## config.mk

```make
export PLATFORM = sky130hd
export DESIGN_NAME = mux4_rr_arbiter_flat
export DESIGN_NICKNAME = d
export VERILOG_FILES = /design/src/rtl/mux4_rr_arbiter_if.sv /design/src/rtl/mux4_rr_arbiter.sv /design/src/flat_wrapper.sv
export SDC_FILE = /design/constraint.sdc
export NUM_CORES = 1
export LEC_CHECK = 0
export ABC_AREA = 1
export CAP_MARGIN = 15
export CORE_AREA = 2 2 60 62
export CTS_BUF_LIST = sky130_fd_sc_hd__clkbuf_8
export DETAILED_ROUTE_END_ITERATION = 7
export DIE_AREA = 0 0 62 64
export PLACE_DENSITY = 0.87
export SLEW_MARGIN = 15
export SYNTH_ARGS = -nofsm -noshare
export SYNTH_HDL_FRONTEND = slang
export SYNTH_SLANG_ARGS = --single-unit
```

## constraint.sdc

```tcl
create_clock -name clk -period 5.7 [get_ports clk]
set_input_delay 1.71 -clock clk [delete_from_list [all_inputs] [get_ports clk]]
set_output_delay 1.71 -clock clk [all_outputs]
set_load 0.05 [all_outputs]
```

## src/rtl/mux4_rr_arbiter_if.sv

```systemverilog
`default_nettype none
// +--------------------------------------------------------------------------+
// | mux4_rr_arbiter_if                                                       |
// | Requester-side and consumer-side bundle for the 4:1 round-robin arbiter. |
// | Rev 1.0                                                                  |
// +--------------------------------------------------------------------------+
interface mux4_rr_arbiter_if #(
  parameter int DW = 8
);
  logic [3:0]      req;
  logic [3:0]      last;
  logic [4*DW-1:0] din;
  logic [3:0]      gnt;
  logic [1:0]      sel;
  logic            out_valid;
  logic [DW-1:0]   out_data;
  logic [1:0]      out_src;
  logic            out_ready;

  modport master (
    output req, last, din, out_ready,
    input  gnt, sel, out_valid, out_data, out_src
  );

  modport slave (
    input  req, last, din, out_ready,
    output gnt, sel, out_valid, out_data, out_src
  );
endinterface
`default_nettype wire

```

## src/rtl/mux4_rr_arbiter.sv

```systemverilog
`default_nettype none
// +--------------------------------------------------------------------------+
// | mux4_rr_arbiter                                                          |
// | Round-robin arbiter driving a 4:1 select into one registered valid/ready |
// | output stage. Define MUX4_ARB_LOCK_EN for burst lock mode.               |
// | Rev 1.0                                                                  |
// +--------------------------------------------------------------------------+
module mux4_rr_arbiter #(
  parameter int DW = 8
) (
  input  wire logic         clk,
  input  wire logic         rst_n,
  mux4_rr_arbiter_if.slave  bus
);

  localparam logic [0:0] ST_FREE   = 1'b0;
  localparam logic [0:0] ST_LOCKED = 1'b1;

  logic [0:0]    r_state;
  logic [1:0]    r_ptr;
  logic [1:0]    r_owner;
  logic          r_out_valid;
  logic [DW-1:0] r_out_data;
  logic [1:0]    r_out_src;

  logic [DW-1:0] w_words [4];
  logic [3:0]    w_elig;
  logic [1:0]    w_choice;
  logic [1:0]    w_idx;
  logic          w_found;
  logic          w_space;
  logic          w_accept;

  for (genvar k = 0; k < 4; k++) begin : g_words
    assign w_words[k] = bus.din[k*DW +: DW];
  end

  always_comb begin
    w_elig = bus.req;
    if (r_state == ST_LOCKED) begin
      w_elig = bus.req & (4'b0001 << r_owner);
    end
  end

  // Scan from the pointer; with nothing eligible the select parks on ptr.
  always_comb begin
    w_found  = 1'b0;
    w_choice = r_ptr;
    w_idx    = r_ptr;
    for (int i = 0; i < 4; i++) begin
      w_idx = r_ptr + 2'(i);
      if (!w_found && w_elig[w_idx]) begin
        w_found  = 1'b1;
        w_choice = w_idx;
      end
    end
  end

  assign w_space  = !r_out_valid || bus.out_ready;
  assign w_accept = rst_n && w_space && w_found;

  assign bus.gnt       = w_accept ? (4'b0001 << w_choice) : 4'b0000;
  assign bus.sel       = w_choice;
  assign bus.out_valid = r_out_valid;
  assign bus.out_data  = r_out_data;
  assign bus.out_src   = r_out_src;

  always_ff @(posedge clk or negedge rst_n) begin
    if (!rst_n) begin
      r_out_valid <= 1'b0;
      r_out_data  <= '0;
      r_out_src   <= 2'd0;
    end else if (w_accept) begin
      r_out_valid <= 1'b1;
      r_out_data  <= w_words[w_choice];
      r_out_src   <= w_choice;
    end else if (bus.out_ready) begin
      r_out_valid <= 1'b0;
    end
  end

  always_ff @(posedge clk or negedge rst_n) begin
    if (!rst_n) begin
      r_state <= ST_FREE;
      r_ptr   <= 2'd0;
      r_owner <= 2'd0;
    end else if (w_accept) begin
`ifdef MUX4_ARB_LOCK_EN
      // A non-final word pins ownership and freezes rotation until last.
      if (bus.last[w_choice]) begin
        r_state <= ST_FREE;
        r_ptr   <= w_choice + 2'd1;
      end else begin
        r_state <= ST_LOCKED;
        r_owner <= w_choice;
      end
`else
      r_ptr <= w_choice + 2'd1;
`endif
    end
  end

endmodule
`default_nettype wire

```

## src/flat_wrapper.sv

```systemverilog
// flat-port wrapper written by rule: the top's interface ports become plain ports
module mux4_rr_arbiter_flat 
#(
  parameter int DW = 8
)
  (clk, rst_n, bus_req, bus_last, bus_din, bus_out_ready, bus_gnt, bus_sel, bus_out_valid, bus_out_data, bus_out_src);
  mux4_rr_arbiter_if #(.DW(DW)) bus_i ();
  input  wire logic clk;
  input  wire logic rst_n;
  input wire logic [$bits(bus_i.req)-1:0] bus_req;
  input wire logic [$bits(bus_i.last)-1:0] bus_last;
  input wire logic [$bits(bus_i.din)-1:0] bus_din;
  input wire logic [$bits(bus_i.out_ready)-1:0] bus_out_ready;
  output wire logic [$bits(bus_i.gnt)-1:0] bus_gnt;
  output wire logic [$bits(bus_i.sel)-1:0] bus_sel;
  output wire logic [$bits(bus_i.out_valid)-1:0] bus_out_valid;
  output wire logic [$bits(bus_i.out_data)-1:0] bus_out_data;
  output wire logic [$bits(bus_i.out_src)-1:0] bus_out_src;
  assign bus_i.req = bus_req;
  assign bus_i.last = bus_last;
  assign bus_i.din = bus_din;
  assign bus_i.out_ready = bus_out_ready;
  assign bus_gnt = bus_i.gnt;
  assign bus_sel = bus_i.sel;
  assign bus_out_valid = bus_i.out_valid;
  assign bus_out_data = bus_i.out_data;
  assign bus_out_src = bus_i.out_src;
  mux4_rr_arbiter #(.DW(DW)) u_core (.clk(clk), .rst_n(rst_n), .bus(bus_i));
endmodule
```

# After elaboration in Yosys (flattened, before gate mapping)
# Index checks and enable logic that the tools add are counted.
[word_totals]
register_bits = 13
inputBits = 43
elab_cells = 50
[op_classes]
n_addsub = 4
magnitude_cmp = 5
shift = 2
mux = 22
bitwise_logic = 2
n_reduce_logical = 11
[op_table]
columns = ["operator", "n"]
rows = [
  ["8-bit binary-select mux with 2-bit select", 1],
  ["8-bit 2-to-1 mux", 2],
  ["2-bit by 3-bit less-than comparator with 1-bit output (second input constant)", 4],
  ["1-bit 2-to-1 mux", 10],
  ["1-bit binary-select mux with 2-bit select", 4],
  ["4-bit 2-to-1 mux", 2],
  ["1-bit by 2-bit left shift with 4-bit output (first input constant)", 2],
  ["2-bit 2-to-1 mux", 3],
  ["1-bit logical AND", 5],
  ["2-bit by 1-bit adder with 2-bit output (second input constant)", 2],
  ["2-bit adder (second input constant)", 2],
  ["4-bit AND", 1],
  ["1-bit zero test", 4],
  ["3-bit greater-or-equal comparator (second input constant)", 1],
  ["2-bit inverter with 3-bit output", 1],
  ["2-bit nonzero test", 1],
  ["1-bit logical OR", 1],
]

# Longest topological paths before layout
# Gate-level depths: netlist (run 1).
[depth]
depth_word = 19
mapped_depth = 16
depth_no_buf = 15

# Worst setup path after synthesis (run 1)
# No wires, ideal clock.
[synth_path]
path_kind = "input to output"
from = "in bus_req[3]"
to = "out bus_gnt[3]"
arrival_ns = 3.373
required_time_ns = 3.990
path_slack_ns = 0.617
cell_stages = 12
n_path_buf = 1
path_cell_list = "nand2_1 -> nand3_1 -> nand2_2 -> nand2_1 -> nand2_1 -> nand3_1 -> nand2_1 -> nand2_1 -> nand2_2 -> buf_4 -> nand2_1 -> nor2_1"
[synth_between]
elab_chain_cells = 16
elab_cells_between_ends = 26
cone_classes = "shift: 1; mux: 17; bitwise: 1; reduce/logical: 7"
[synth_rtl]
columns = ["item", "line_no", "text"]
rows = [
  ["start, declared", "flat_wrapper.sv:10", "input wire logic [$bits(bus_i.req)-1:0] bus_req;"],
  ["4-bit AND", "mux4_rr_arbiter.sv:41", "w_elig = bus.req & (4'b0001 << r_owner);"],
  ["4-bit 2-to-1 mux *", "mux4_rr_arbiter.sv:40", "if (r_state == ST_LOCKED) begin"],
  ["1-bit binary-select mux with 2-bit select", "mux4_rr_arbiter.sv:52", "if (!w_found && w_elig[w_idx]) begin"],
  ["1-bit 2-to-1 mux (not written as such)", "mux4_rr_arbiter.sv:52", ""],
  ["1-bit 2-to-1 mux", "mux4_rr_arbiter.sv:52", ""],
  ["1-bit zero test", "mux4_rr_arbiter.sv:52", ""],
  ["1-bit logical AND", "mux4_rr_arbiter.sv:52", ""],
  ["1-bit 2-to-1 mux", "mux4_rr_arbiter.sv:52", ""],
  ["1-bit zero test", "mux4_rr_arbiter.sv:52", ""],
  ["1-bit logical AND", "mux4_rr_arbiter.sv:52", ""],
  ["1-bit 2-to-1 mux", "mux4_rr_arbiter.sv:52", ""],
  ["1-bit zero test", "mux4_rr_arbiter.sv:52", ""],
  ["1-bit logical AND", "mux4_rr_arbiter.sv:52", ""],
  ["2-bit 2-to-1 mux *", "mux4_rr_arbiter.sv:52", ""],
  ["via bus_sel[1]", "flat_wrapper.sv:15", "output wire logic [$bits(bus_i.sel)-1:0] bus_sel;"],
  ["1-bit by 2-bit left shift with 4-bit output *", "mux4_rr_arbiter.sv:62", "assign bus.gnt = w_accept ? (4'b0001 << w_choice) : 4'b0000;"],
  ["4-bit 2-to-1 mux *", "mux4_rr_arbiter.sv:62", ""],
  ["end, declared", "flat_wrapper.sv:14", "output wire logic [$bits(bus_i.gnt)-1:0] bus_gnt;"],
]
# The timed path passes the listed nets; every way through them passes the cells marked *. The select of a mux whose other input is x is not followed.

# Worst setup path after layout (run 1)
[layout_path]
from = "in bus_req[1]"
to = "out bus_gnt[0]"
[layout_between]
elab_chain_cells = 16
elab_cells_between_ends = 26
cone_classes = "shift: 1; mux: 17; bitwise: 1; reduce/logical: 7"
[layout_rtl]
columns = ["item", "line_no"]
rows = [
  ["4-bit AND", "mux4_rr_arbiter.sv:41"],
  ["4-bit 2-to-1 mux *", "mux4_rr_arbiter.sv:40"],
  ["1-bit binary-select mux with 2-bit select", "mux4_rr_arbiter.sv:52"],
  ["1-bit 2-to-1 mux (not written as such)", "mux4_rr_arbiter.sv:52"],
  ["1-bit 2-to-1 mux", "mux4_rr_arbiter.sv:52"],
  ["1-bit zero test", "mux4_rr_arbiter.sv:52"],
  ["1-bit logical AND", "mux4_rr_arbiter.sv:52"],
  ["1-bit 2-to-1 mux", "mux4_rr_arbiter.sv:52"],
  ["1-bit zero test", "mux4_rr_arbiter.sv:52"],
  ["1-bit logical AND", "mux4_rr_arbiter.sv:52"],
  ["1-bit 2-to-1 mux", "mux4_rr_arbiter.sv:52"],
  ["1-bit zero test", "mux4_rr_arbiter.sv:52"],
  ["1-bit logical AND", "mux4_rr_arbiter.sv:52"],
  ["2-bit 2-to-1 mux / 1-bit 2-to-1 mux (equally long branches)", "mux4_rr_arbiter.sv:52"],
  ["1-bit by 2-bit left shift with 4-bit output / 1-bit logical AND (equally long branches)", "mux4_rr_arbiter.sv:62, mux4_rr_arbiter.sv:60"],
  ["4-bit 2-to-1 mux *", "mux4_rr_arbiter.sv:62"],
]
# Mark *: on every way between the ends. The rest lies on a longest branch, timed or not. The select of a mux whose other input is x is not followed.

==> flow_metrics.tcl, run 1 <==
set metrics [dict create \
    fin_cells 322 \
    synth_area_per_cell_um2 5.95 \
    required_ns 3.99 \
    fillers 311 \
    setup.worst_path.end_class "output port" \
    hold_viol 0 \
    synthXorXnorAreaFrac_pct 0 \
    synthCells 218 \
    tightest_slew_ns 0.502 \
    regArea_um2 325 \
    cts_max_path_buffers 2 \
    vdd.ir_drop.worst_mv 0.430 \
    drt_wl_total_um 3810 \
    status "complete, no violations" \
    die_area_um2 3970 \
    final-setup-viol-count 0 \
    drv_slew 0 \
    multi_input_area_um2 847 \
    dp_cells 318 \
    maxSlewHeadroom_pct 66.4 \
    die_x_um 62 \
    syn-num-nets 261 \
    synth_cell_types 20 \
    grt_overflow 0 \
    r2r_end "u_core.bus.out_data[4]" \
    grt_use_met3_pct 2.23 \
    reg2reg_from "u_core.r_ptr[0]" \
    cts_max_level 1 \
    drt_iter0_drc 103 \
    synth_fa_ha_area_share_pct 0 \
    core-area_um2 3280 \
    synth_compound_area_share_pct 1.93 \
    ios 60 \
    finalNetCount 320 \
    seq_area_frac_synth_pct 25.1 \
    grt_util_met2_pct 32.7 \
    final_antenna_net_count 0 \
    clkSlewWorstSetupHoldPaths_ns 0.05 \
    synthesis.area_um2 1300 \
    numPortBuffers 55 \
    busiest_layer "met2" \
    worstSetupStartpointType "primary input" \
    drive_above_1_share_pct 12.0 \
    drc_errors 0 \
    setup_ws_ns 0.381 \
    met1_usage_pct 30.2 \
    fin_worst_skew_ns 0.00133 \
    antenna_found_initial 0 \
    crit_start "bus_req[1]" \
    tns_ns 0 \
    cap_violations 0 \
    cts_made_buffers 3 \
    syn_to_final_growth_pct 53.1 \
    clk-insertion-delay-late_ns 0.24 \
    min_period_ns 5.32 \
    rrSetupSlack_ns 3.42 \
    tritoncts "yes" \
    grt_pass1_wl_um 6470 \
    p_leak_nw 1.04 \
    cts_hold_buf 0 \
    grt_max_degree 17 \
    via_per_inst 4.87 \
    yosys.area_share.simple_pct 63.4 \
    rr_worst_depth 15 \
    ys_ff_latch 13 \
    fmax_ghz 0.188 \
    first_pass_iters 4 \
    track_usage_pct 20.8 \
    diodes 0 \
    holdCritPathClass "reg2reg" \
    postCtsResizedCells 0 \
    die_y_um 64 \
    crit_arrival_ns 3.61 \
    row_count 21 \
    critical_path_class "in2out" \
    gp_congestion 0.833 \
    rsz0062_at_grt "false" \
    clkSinkCount 13 \
    p_per_area_nw_per_um2 759 \
    ctsRootBufferMaster "clkbuf_8" \
    crit_fanout 16 \
    route.vias.total 1567 \
    wl_per_cell_um 11.8 \
    synth_top_family_by_area "simple AND/OR/NAND/NOR gates" \
    post-route-period-util_pct 93.3 \
    post-place-ws_ns 0.403 \
    crit_end "bus_gnt[0]" \
    hpwlAfterDp_um 2960 \
    ys_warn_count 3 \
    muxShareOfSynthArea_pct 0 \
    start_util_pct 39.5 \
    post_cts_buffers 0 \
    grt_pass1_vias 1507 \
]
[layer usage]
metal	vias to the layer above	share of wire [%]	wire, um
met5	-	0	0
met4	0	0.87	33
met3	4	5.2	198
met2	44	48	1820
met1	703	46	1760
li1	816	-	-
[placed cells by master, fill, tap and decap left out, drive strengths merged]
master and count:
dfrtp 13, clkinv 1, clkdlybuf4s50 49, inv 13, nand2 122, nor3 1, nand3 48, nand3b 1
buf 13, nor2 5, clkbuf 3, o211ai 1, nand4 3, o21ai 2, o21a 1
[sequential cells by signal, summed over array words and instances, names as in the netlist]
register	count
u_core.r_ptr	2
u_core.bus.out_src	2
u_core.bus.out_data	8
u_core.bus.out_valid	1
[synthesized netlist by cell type]
library cell | instances | share of area [%]
nor2_4 | 1 | 0.87
nand4_2 | 2 | 1.9
nand2_2 | 8 | 3.9
nand2_4 | 1 | 0.87
inv_2 | 3 | 0.87
buf_6 | 5 | 4.3
o21ai_0 | 2 | 0.77
clkinv_1 | 1 | 0.29
nand3_1 | 48 | 19
dfrtp_1 | 13 | 25
nand3b_1 | 1 | 0.58
nand4_4 | 1 | 1.6
nor2_1 | 4 | 1.2
nand2_1 | 113 | 33
o21a_1 | 1 | 0.58
nor3_4 | 1 | 1.3
inv_1 | 9 | 2.6
buf_4 | 2 | 1.2
o211ai_1 | 1 | 0.58
buf_2 | 1 | 0.39
[stage by stage]
step	hold WS, ns	instance area [um^2]	total power [mW]	util (%)
after floorplan	0.693	1300	1.06	-
after global placement	0.468	1940	1.41	59.1
after detailed placement	0.466	1940	1.43	59.1
after CTS	0.489	1990	1.51	60.5
after global routing	0.515	1990	1.64	60.5
final	0.485	1990	1.51	60.5
[worst min-delay path by stage]
stage                           startpoint                     end  depth (start not counted)
floorplan                  u_core.r_ptr[1]         u_core.r_ptr[1]                          2
detailed placement   u_core.bus.out_src[1]   u_core.bus.out_src[1]                          2
global route         u_core.bus.out_src[1]   u_core.bus.out_src[1]                          2
finish              u_core.bus.out_data[2]  u_core.bus.out_data[2]                          2
global placement     u_core.bus.out_src[1]   u_core.bus.out_src[1]                          2
CTS                 u_core.bus.out_data[2]  u_core.bus.out_data[2]                          2
[logic make-up (layout without fill, tap and decap cells)]
| family | count (synthesis) | count (layout) |
|---|---|---|
| simple gates | 180 | 180 |
| buf+inv | 21 | 79 |
| flops | 13 | 13 |
| compound gates | 4 | 4 |
[critical path: stages]
cell	delay, ns
clkdlybuf4s50_1	0.52
nand2_1	0.09
nand3_1	0.12
nand2_2	0.11
nand2_1	0.14
nand2_1	0.06
nand2_1	0.10
nand2_4	0.13
nand2_1	0.16
nand2_1	0.10
nor2_1	0.20
buf_12	0.17
[power breakdown]
part           switching [mW]  leakage [nW]  total (mW)  internal, mW
logic                   0.801         0.855        1.25         0.450
registers              0.0408         0.160       0.179         0.138
clock network          0.0311        0.0269      0.0785        0.0475
[layout make-up]
cell class / count / area share, %
clock inverter: 1 / 0.189
inverter: 13 / 2.46
sequential: 13 / 16.4
timing repair buffer: 62 / 33.4
multi-input combinational: 184 / 42.6
tap: 46 / 2.90
clock buffer: 3 / 2.08
Power figures use the tool's default switching activity.
==> inputs of run 2 (changes only) <==
Settings changed: CELL_PAD_IN_SITES_DETAIL_PLACEMENT set to 0, CELL_PAD_IN_SITES_GLOBAL_PLACEMENT set to 2, CORE_AREA 2 2 60 62 to 2 2 80 82, DIE_AREA 0 0 62 64 to 0 0 82 84, PLACE_DENSITY 0.87 to 0.95.
==> run 2 against run 1 <==
Clock power rose by 2%. Sequential cell count did not move. Sequential share of layout area down 0.31 points. Via count is 0.51% lower. Critical path type unchanged.
==> flow_metrics.tcl, run 2 (synthesis gave the netlist of run 1 again) <==
set metrics [dict create \
    critPathMaxStageDelay_ns 0.51 \
    start_util_pct 21.3 \
    drt_iter0_drc 89 \
    core-area_um2 6100 \
    die_area_um2 6890 \
    ctsRootBufferMaster "clkbuf_8" \
    setup.worst_path.end_class "output port" \
    cpMostUsedCell "nand2_1" \
    cts_hold_buf 0 \
    ios 60 \
    drt_wl_total_um 4170 \
    largest_reg_flops 8 \
    die_y_um 84 \
    reg2reg_from "u_core.r_ptr[0]" \
    fin_worst_skew_ns 0.00536 \
    drc_errors 0 \
    fmax_ghz 0.187 \
    hold_start "u_core.bus.out_data[7]" \
    critical_path_class "in2out" \
    final_cell_mix "nand2_1, clkdlybuf4s50_1, nand3_1, dfrtp_1, inv_1" \
    clk-insertion-delay-late_ns 0.24 \
    track_usage_pct 12.4 \
    p_leak_nw 1.04 \
    hold_depth 2 \
    required_ns 3.99 \
    numPortBuffers 55 \
    final_antenna_net_count 0 \
    worstPathCellList "clkdlybuf4s50_1 -> nand2_1 -> nand3_1 -> nand2_2 -> nand2_1 -> nand2_1 -> nand2_1 -> nand2_4 -> nand2_1 -> nand2_1 -> nor2_1 -> buf_12" \
    finalNetCount 320 \
    route.vias.total 1559 \
    tritoncts "yes" \
    rsz0062_at_grt "false" \
    post-route-period-util_pct 93.7 \
    crit_arrival_ns 3.63 \
    p_per_area_nw_per_um2 748 \
    grt_pass1_wl_um 6850 \
    rrSetupSlack_ns 3.40 \
    cts_made_buffers 3 \
    status "complete, no violations" \
    fin_util_pct 33.2 \
    wl_per_cell_um 11.8 \
    clkSlewWorstSetupHoldPaths_ns 0.05 \
    clkSinkCount 13 \
    min_to "u_core.bus.out_data[7]" \
    tns_ns 0 \
    syn_to_final_growth_pct 56.1 \
    maxSlewHeadroom_pct 66.4 \
    row_count 29 \
    min_period_ns 5.34 \
    holdCritPathClass "reg2reg" \
    final-setup-viol-count 0 \
    antenna_found_initial 0 \
    worstSetupStartpointType "primary input" \
    die_x_um 82 \
    vdd.ir_drop.worst_mv 0.411 \
    grt_overflow 0 \
    hpwlAfterDp_um 3310 \
    gp_congestion 0.793 \
    first_pass_iters 5 \
    tightest_slew_ns 0.503 \
    cts_max_level 1 \
    postCtsResizedCells 0 \
    crit_fanout 16 \
    post_cts_buffers 0 \
    layout_commonest_cell "nand2_1" \
    r2r_end "u_core.bus.out_valid" \
    grt_pass1_vias 1495 \
    drive_above_1_share_pct 12.0 \
    rr_worst_depth 12 \
    cap_violations 0 \
    hold_viol 0 \
    grt_max_degree 17 \
    via_per_inst 4.42 \
    cts_max_path_buffers 2 \
    diodes 0 \
    drv_slew 0 \
    slowest_stage "clkdlybuf4s50_1" \
]
run 2: where the power goes:
part / switching, mW / total (mW) / internal (mW)
clock network: 0.0322 / 0.0797 / 0.0475
logic: 0.806 / 1.26 / 0.450
registers: 0.0417 / 0.180 / 0.138
run 2: final cells by class:
type,instances,area (um^2)
tap,77,96.3
inverter,13,48.8
multi-input combinational,184,847
fill,676,4070
clock inverter,1,3.75
clock buffer,3,41.3
sequential,13,325
timing repair buffer,62,663
run 2: worst max-delay path by stage:
stage                           from         end  slack [ns]  cells after the start
after floorplan           bus_req[3]  bus_gnt[3]        0.62                     12
after global placement    bus_req[3]  bus_gnt[0]        0.35                     12
after detailed placement  bus_req[3]  bus_gnt[0]        0.36                     12
after CTS                 bus_req[3]  bus_gnt[0]        0.34                     12
after global routing      bus_req[2]  bus_gnt[0]        0.21                     12
final                     bus_req[3]  bus_gnt[0]        0.36                     12
run 2: per-layer routing:
layer / part of all wire, % / routed length [um] / track usage, %
met5: 0 / 0 / 0
met4: 1.4 / 59 / 4.39
met3: 4.5 / 188 / 1.41
met2: 46 / 1910 / 19.0
met1: 48 / 2010 / 17.8
run 2: critical path, delay by kind of cell:
kind                   cells  cell delay [ns]
AND/OR/NAND/NOR           10             1.24
buffers and inverters      2             0.68
run 2: metrics by stage:
step           power [mW]  area (um^2)  setup slack [ns]  hold slack [ns]  cells
5_1_grt              1.65         2030             0.212            0.505    353
6_report             1.52         2030             0.358            0.482    353
2_1_floorplan        1.06         1300             0.617            0.693    218
3_5_place_dp         1.44         1980             0.360            0.467    349
3_3_place_gp         1.44         1980             0.346            0.466    349
4_1_cts              1.53         2030             0.343            0.489    353
